## src/rtl/quantum_scheduler.sv

```systemverilog
// Round-robin time-slice controller: owns the per-process PC base offset, counts retired
// instructions against a fixed quantum and sequences the context-switch handshake.
module quantum_scheduler #(
    parameter int NUM_PROC = 4,
    parameter int QUANTUM  = 32,
    parameter int STRIDE   = 550
) (
    input  logic                Clock,
    input  logic                Reset_n,
    input  logic                Start,
    input  logic [NUM_PROC-1:0] Proc_Valid,
    input  logic                Instr_Retire,
    input  logic                Halt,
    input  logic [31:0]         PC_Current,
    input  logic                Switch_Ack,
    output logic [31:0]         Offset,
    output logic [2:0]          Active_Proc,
    output logic                Quantum_End,
    output logic                Switch_Req,
    output logic                Load_PC,
    output logic [31:0]         Resume_PC,
    output logic                Kernel_Mode,
    output logic                All_Done
);

    localparam int PW    = $clog2(NUM_PROC);
    localparam int CNT_W = (QUANTUM > 1) ? $clog2(QUANTUM) : 1;
    localparam logic [CNT_W-1:0] CNT_LAST = CNT_W'(QUANTUM - 1);

    typedef enum logic [2:0] {
        S_IDLE,
        S_RUN,
        S_SAVE,
        S_SELECT,
        S_RESTORE,
        S_DONE
    } state_t;

    state_t              state_q;
    state_t              state_d;
    logic [PW-1:0]       act_q;
    logic [NUM_PROC-1:0] valid_q;
    logic [NUM_PROC-1:0] done_q;
    logic [NUM_PROC-1:0] runnable;
    logic [CNT_W-1:0]    cnt_q;
    logic [31:0]         pc_table [NUM_PROC];
    logic [PW-1:0]       cand;
    logic [PW-1:0]       sel_slot;
    logic                sel_found;
    logic                expire;
    logic [31:0]         run_offset;

    assign runnable    = valid_q & ~done_q;
    assign run_offset  = (32'(act_q) + 32'd1) * 32'(STRIDE);
    assign Active_Proc = 3'(act_q);

    // Walk downward so the nearest slot after the current one is the last match kept.
    always_comb begin
        sel_found = 1'b0;
        sel_slot  = '0;
        cand      = '0;
        for (int i = NUM_PROC; i >= 1; i--) begin
            cand = PW'((int'(act_q) + i) % NUM_PROC);
            if (runnable[cand]) begin
                sel_found = 1'b1;
                sel_slot  = cand;
            end
        end
    end

    always_comb begin
        state_d = state_q;
        expire  = 1'b0;
        case (state_q)
            S_IDLE, S_DONE: if (Start) state_d = S_SELECT;
            S_SELECT:       state_d = sel_found ? S_RESTORE : S_DONE;
            S_RESTORE:      state_d = S_RUN;
            S_RUN: begin
                // Halt takes priority over an expiring retire in the same cycle.
                if (Halt) begin
                    state_d = S_SAVE;
                end else if (Instr_Retire && cnt_q == CNT_LAST) begin
                    state_d = S_SAVE;
                    expire  = 1'b1;
                end
            end
            S_SAVE:         if (Switch_Ack) state_d = S_SELECT;
            default:        state_d = S_IDLE;
        endcase
    end

    always_ff @(posedge Clock or negedge Reset_n) begin
        if (!Reset_n) begin
            state_q     <= S_IDLE;
            act_q       <= '0;
            valid_q     <= '0;
            done_q      <= '0;
            cnt_q       <= '0;
            for (int i = 0; i < NUM_PROC; i++) pc_table[i] <= '0;
            Offset      <= '0;
            Quantum_End <= 1'b0;
            Switch_Req  <= 1'b0;
            Load_PC     <= 1'b0;
            Resume_PC   <= '0;
            Kernel_Mode <= 1'b1;
            All_Done    <= 1'b0;
        end else begin
            state_q     <= state_d;
            Offset      <= (state_d == S_RUN) ? run_offset : 32'd0;
            Kernel_Mode <= (state_d != S_RUN);
            Switch_Req  <= (state_d == S_SAVE);
            All_Done    <= (state_d == S_DONE);
            Load_PC     <= (state_d == S_RESTORE);
            Quantum_End <= expire;

            case (state_q)
                S_IDLE, S_DONE: begin
                    if (Start) begin
                        valid_q <= Proc_Valid;
                        done_q  <= '0;
                        act_q   <= PW'(NUM_PROC - 1);
                        for (int i = 0; i < NUM_PROC; i++) pc_table[i] <= '0;
                    end
                end
                S_SELECT: begin
                    if (sel_found) begin
                        act_q     <= sel_slot;
                        Resume_PC <= pc_table[sel_slot];
                    end
                end
                S_RESTORE: cnt_q <= '0;
                S_RUN: begin
                    if (Halt) begin
                        done_q[act_q] <= 1'b1;
                    end else if (Instr_Retire) begin
                        if (cnt_q == CNT_LAST) begin
                            pc_table[act_q] <= PC_Current;
                            cnt_q           <= '0;
                        end else begin
                            cnt_q <= cnt_q + CNT_W'(1);
                        end
                    end
                end
                default: ;
            endcase
        end
    end

endmodule

```

## config.mk

```make
export PLATFORM = sky130hd
export DESIGN_NAME = quantum_scheduler
export DESIGN_NICKNAME = d
export VERILOG_FILES = /design/src/rtl/quantum_scheduler.sv
export SDC_FILE = /design/constraint.sdc
export NUM_CORES = 1
export LEC_CHECK = 0
export CAP_MARGIN = 20
export CORE_MARGIN = 2
export CORE_UTILIZATION = 35
export CTS_BUF_LIST = sky130_fd_sc_hd__clkbuf_2 sky130_fd_sc_hd__clkbuf_4 sky130_fd_sc_hd__clkbuf_8
export DETAILED_ROUTE_END_ITERATION = 8
export PLACE_DENSITY = 0.54
export SKIP_LAST_GASP = 1
export SLEW_MARGIN = 15
export SYNTH_ARGS = -nofsm -noshare
export SYNTH_HDL_FRONTEND = slang
export SYNTH_SLANG_ARGS = --single-unit
```

## constraint.sdc

```tcl
create_clock -name Clock -period 7.4 [get_ports Clock]
set_clock_uncertainty 0.1 [all_clocks]
set_input_delay 1.48 -clock Clock [delete_from_list [all_inputs] [get_ports Clock]]
set_output_delay 1.48 -clock Clock [all_outputs]
set_load 0.01 [all_outputs]
```

# Word level (Yosys, flattened, before mapping)
# Index checks and enable logic that the tools add are counted.
# word_totals
elab_cells,117
input_bits,42
output_inout_bits,72
ff_bits,196
# classes
bitwise_logic,5
magnitude_cmp,9
multipliers,1
reduce_logical,14
eq_ne,17
addsub,6
muxes,49
# op_table
cell,n
$mux W128,4
$pmux W128 S2,1
$bwmux W128,1
$mux W32,3
$bmux W32 S2,1
$demux W32 S2,1
$lt A2 B3 Y1 const B,5
$mux W5,3
$pmux W3 S5,1
$mux W1,13
$mux W13,1
$eq A3 B3 Y1 const B,4
$mul A3 B9 Y12 const B,1
$mux W2,6
$mux W3,4
$ne A2 B2 Y1 const B,6
$pmux W5 S2,1
$eq A3 B2 Y1 const B,3
$reduce_and A3 Y1,3
$bmux W1 S2,4
$mux W4,2
$pmux W4 S2,1
$eq A3 B1 Y1 const B,2
$ge A3 B3 Y1 const B,2
20 further kinds,28

# Depth between registers and ports, before layout
# depth
depth_word,12
ltp_mapped,11
depth_no_buf,8

# Worst setup path after synthesis
# Ideal clock, no wire load.
# synth_timing
path_type,in2reg
start,input port Halt
end,register pc_table[0] (netlist name)
path_slack_ps,4589
setup_ps,66
n_path_buf,3
t_required_ps,7234
arrival_ps,2645
cell_stages,8
cell_sequence,inv_1 and4_1 clkbuf_1 and2_1 clkbuf_1 clkbuf_1 nand2_1 nand2_1
# synth_between
elab_chain_cells,2
# synth_lines
element,line_no,rtl
from (decl),13,"input logic Halt,"
$ne A2 B2 Y1 (no line),-,
$reduce_and A5 Y1 (no line),-,
"to (signal, indexed assignment)",137,pc_table[act_q] <= PC_Current;
to (decl),46,logic [31:0] pc_table [NUM_PROC];
# Every way passes these cells.
# A chain may end at the register's enable or synchronous reset.

# Worst setup path after layout
# layout_timing
start,register act_q[0]
end,register Resume_PC[22]
# layout_between
elab_chain_cells,11
elab_cells_between_ends,25
cone_classes,4 x add/sub; 19 x mux; 1 x bitwise; 1 x reduce/logical
# layout_lines
element,line_no,rtl
from (decl),41,logic [PW-1:0] act_q;
from (signal assigned),121,act_q <= PW'(NUM_PROC - 1);
from (signal assigned),127,act_q <= sel_slot;
$add A2 B1 Y2,63,cand = PW'((int'(act_q) + i) % NUM_PROC);
$bmux W1 S2,64,if (runnable[cand]) begin
$mux W1 (not written as such),64,
$mux W2 (4 in series),64,
$not A2 Y3 (not written as such),128,Resume_PC <= pc_table[sel_slot];
$bmux W32 S2,128,
$mux W32 (not written as such) (2 in series),128,
to (signal assigned),128,
to (decl),21,"output logic [31:0] Resume_PC,"
# Parallel ways exist; a longest one is shown, timed or not. The select of a mux whose other input is x is not followed.

==> results.md <==
- Root buf cell: clkbuf_8
- Status: finished, final reports clean
- Syn_area_per_cell: 9.53 sq um
- Most common cell after layout, fill and taps aside: nand2_1
- N_diodes: 0
- Fraction of layout cells with a size suffix above 1: 9.02%
- CTS Buffer Depth: 2
- Setup TNS: 0 ns
- Fmax: 240 MHz
- GR peak layer: met2
- Flops & latches, synth: 191
- Max-cap violations: 0
- Die footprint: 0.0271 sq mm
- Clk slew on worst S/H paths: 0.10 ns
- Grt met1 use: 25.3%
- GP Congestion: 0.821
- TritonCTS Sinks: 191
- Unrepaired setup endpoints after global routing: no
- Critical-path cell list: inv_4, ha_1, mux4_2, o221ai_1, mux2_4, buf_4, mux2_1, a221o_1
- Starting Density: 35.8%
- M2 GR Usage: 29.3%
- Post-Synthesis Cell Area: 0.00904 sq mm
- Gr usage total: 18.0%
- Delay-heaviest family, CP: multiplexers
- HPWL Detailed: 13500 um
- Yosys top cell area share: 52.6%
- Top post-synthesis cells by area: dfrtp_1 (53%), nand2_1 (12%), nand3_1 (7.2%)
- Drt total wl: 23600 um
- Worst path arrival time: 4.41 ns
- FP Rows: 58
- Post-route insts no fill: 1339
- Area delta synth->final: 16.4%
- Grt total ovfl: 0
- Port-buffer cells: 91
- Worst-Skew Late Latency: 0.46 ns
- # resized after CTS: 0
- First-pass GRT wire length: 38300 um
- Worst-Margin Slew: 0.989 ns
- Max H-tree Level: 4
- Min-delay worst type: flip-flop to flip-flop
- Static leakage: 5.04 nW
- Global routing met3 resource utilization: 3.14%
- CTS tree: done
- Vias in the first global route: 6871
- Final Cycle Share: 56.2%
- Leading area contributor after synthesis: dfrtp_1
- Post-Syn Instances: 949
- Final slew viol count: 0
- Fin. Hold Viols: 0
- Net count, final: 1047
- Commonest non-fill, non-tap cells in the layout: nand2_1 (281), dfrtp_1 (190), nand3_1 (130)
- Drt drc: 0
- Seq/Total Area, Yosys: 52.9%
- Crit path largest cell delay: 0.65 ns
- Worst path required time: 7.65 ns
- First DRT Iteration DRCs: 390
- Max FO, Critical Path: 35
- Total power: 4.04 mW
- Yosys Warn Count: 0
- Core footprint: 0.0253 sq mm
- Distinct cell type count after synthesis: 46
- Setup violations, final: 0
- First drt pass iteration count: 5
- Critical path's slowest cell: dfrtp_1
- Die X: 165 um
- Slew HR: 34.1%
- Initial antenna violation count: 0
- Worst setup EP type: flip-flop
- Die extent in y: 165 um
- Routed via count: 6970
- Crit path buffers/inverters: 2
- PwrDens: 384 mW/mm^2
- Final ANT Viol Nets: 0
- Via density per instance: 5.21
- CP startpoint kind: flip-flop
- Kind of critical path: flip-flop to flip-flop
- Cts hold-fix bufs: 0
- CTS Buf Count: 17
- Post-DR wirelength/cell: 17.7 um
- Largest net degree at the start of global routing: 73
- Setup Fix Bufs, Post-CTS: 0
- IO Pins: 114
- # placed instances: 1306
- Fin crit period: 4.16 ns
- Worst vdd ir: 0.000206 V
-- routing by layer --
metal,wire [um],share of wire (%)
met3,1010,4.3
met4,192,0.81
met1,11300,48
met5,0,0
met2,11100,47
-- power by group --
part | switching, mW | leakage [nW] | internal [mW] | total (mW)
Combinational | 1.07 | 2.26 | 0.850 | 1.92
Sequential | 0.162 | 2.56 | 1.21 | 1.37
Clock | 0.410 | 0.213 | 0.346 | 0.756
-- cell usage after synthesis, drive strengths merged --
library cell,n
o221ai,1
nor2b,8
and3,1
a31oi,6
or2,2
conb,1
a21oi,12
nand3,130
clkbuf,59
xor2,1
a221oi,63
mux4,2
nand3b,1
o21a,1
xnor2,1
mux2i,32
nand2,283
nor2,18
a2bb2oi,1
a22oi,2
nor3,4
ha,9
mux2,4
o21ai,10
inv,12
or3,2
o22ai,31
nand4,1
dfrtp,190
and4,1
nor3b,1
nand2b,6
nor4,2
o2111ai,1
o31ai,2
a221o,1
dfstp,1
and2,5
buf,41
-- path summary, 6_finish.rpt --
check | endpoint | start | depth (start not counted) | slack [ns]
max | Resume_PC[22] | act_q[0] | 8 | 3.24
min | pc_table[86] | pc_table[86] | 2 | 0.40
max reg2reg | Resume_PC[22] | act_q[0] | 8 | 3.24
min reg2reg | pc_table[86] | pc_table[86] | 2 | 0.40
max in group asynchronous | pc_table[35] | Reset_n | 2 | 4.92
min in group asynchronous | valid_q[3] | Reset_n | 1 | 0.91
-- registers in the layout, summed over array words and instances, names as in the netlist --
signal and flops:
All_Done 1, act_q 2, cnt_q 5, Resume_PC 32, Offset 8, pc_table 128, Load_PC 1, valid_q 4
Switch_Req 1, state_q 3, done_q 4, Quantum_End 1, Kernel_Mode 1
-- kinds of logic after synthesis --
kind of cell / Yosys count / synth area share, %
buf+inv: 112 / 6.39
xor+xnor: 2 / 0.194
mux: 38 / 4.54
fa+ha+maj: 9 / 1.25
simple gates: 465 / 22.0
compound gates: 131 / 12.7
flops: 191 / 52.9
other cells: 1 / 0.0415
-- worst min-delay path, cell delays in order, from the launching register on --
cell and delay, ns:
dfrtp_1 0.35, nand3_1 0.06, nand2_1 0.06
-- through the flow --
stage | instance area [sq um] | util, % | worst slack, ns | hold slack, ns
2_1_floorplan | 9120 | - | 4.59 | 0.356
3_3_place_gp | 10100 | 39.9 | 3.28 | 0.370
3_5_place_dp | 10100 | 39.9 | 3.23 | 0.381
4_1_cts | 10500 | 41.6 | 3.20 | 0.406
5_1_grt | 10500 | 41.7 | 2.95 | 0.428
6_report | 10500 | 41.7 | 3.24 | 0.402
-- final cells by class --
type / count / area [sq um]
clock buffer: 17 / 234
clock inverter: 15 / 199
fill: 2509 / 14700
inverter: 12 / 47.5
multi-input combinational: 667 / 3800
sequential: 191 / 4780
tap: 330 / 413
timing repair buffer: 107 / 1050
(Power assumes the default switching activity.)
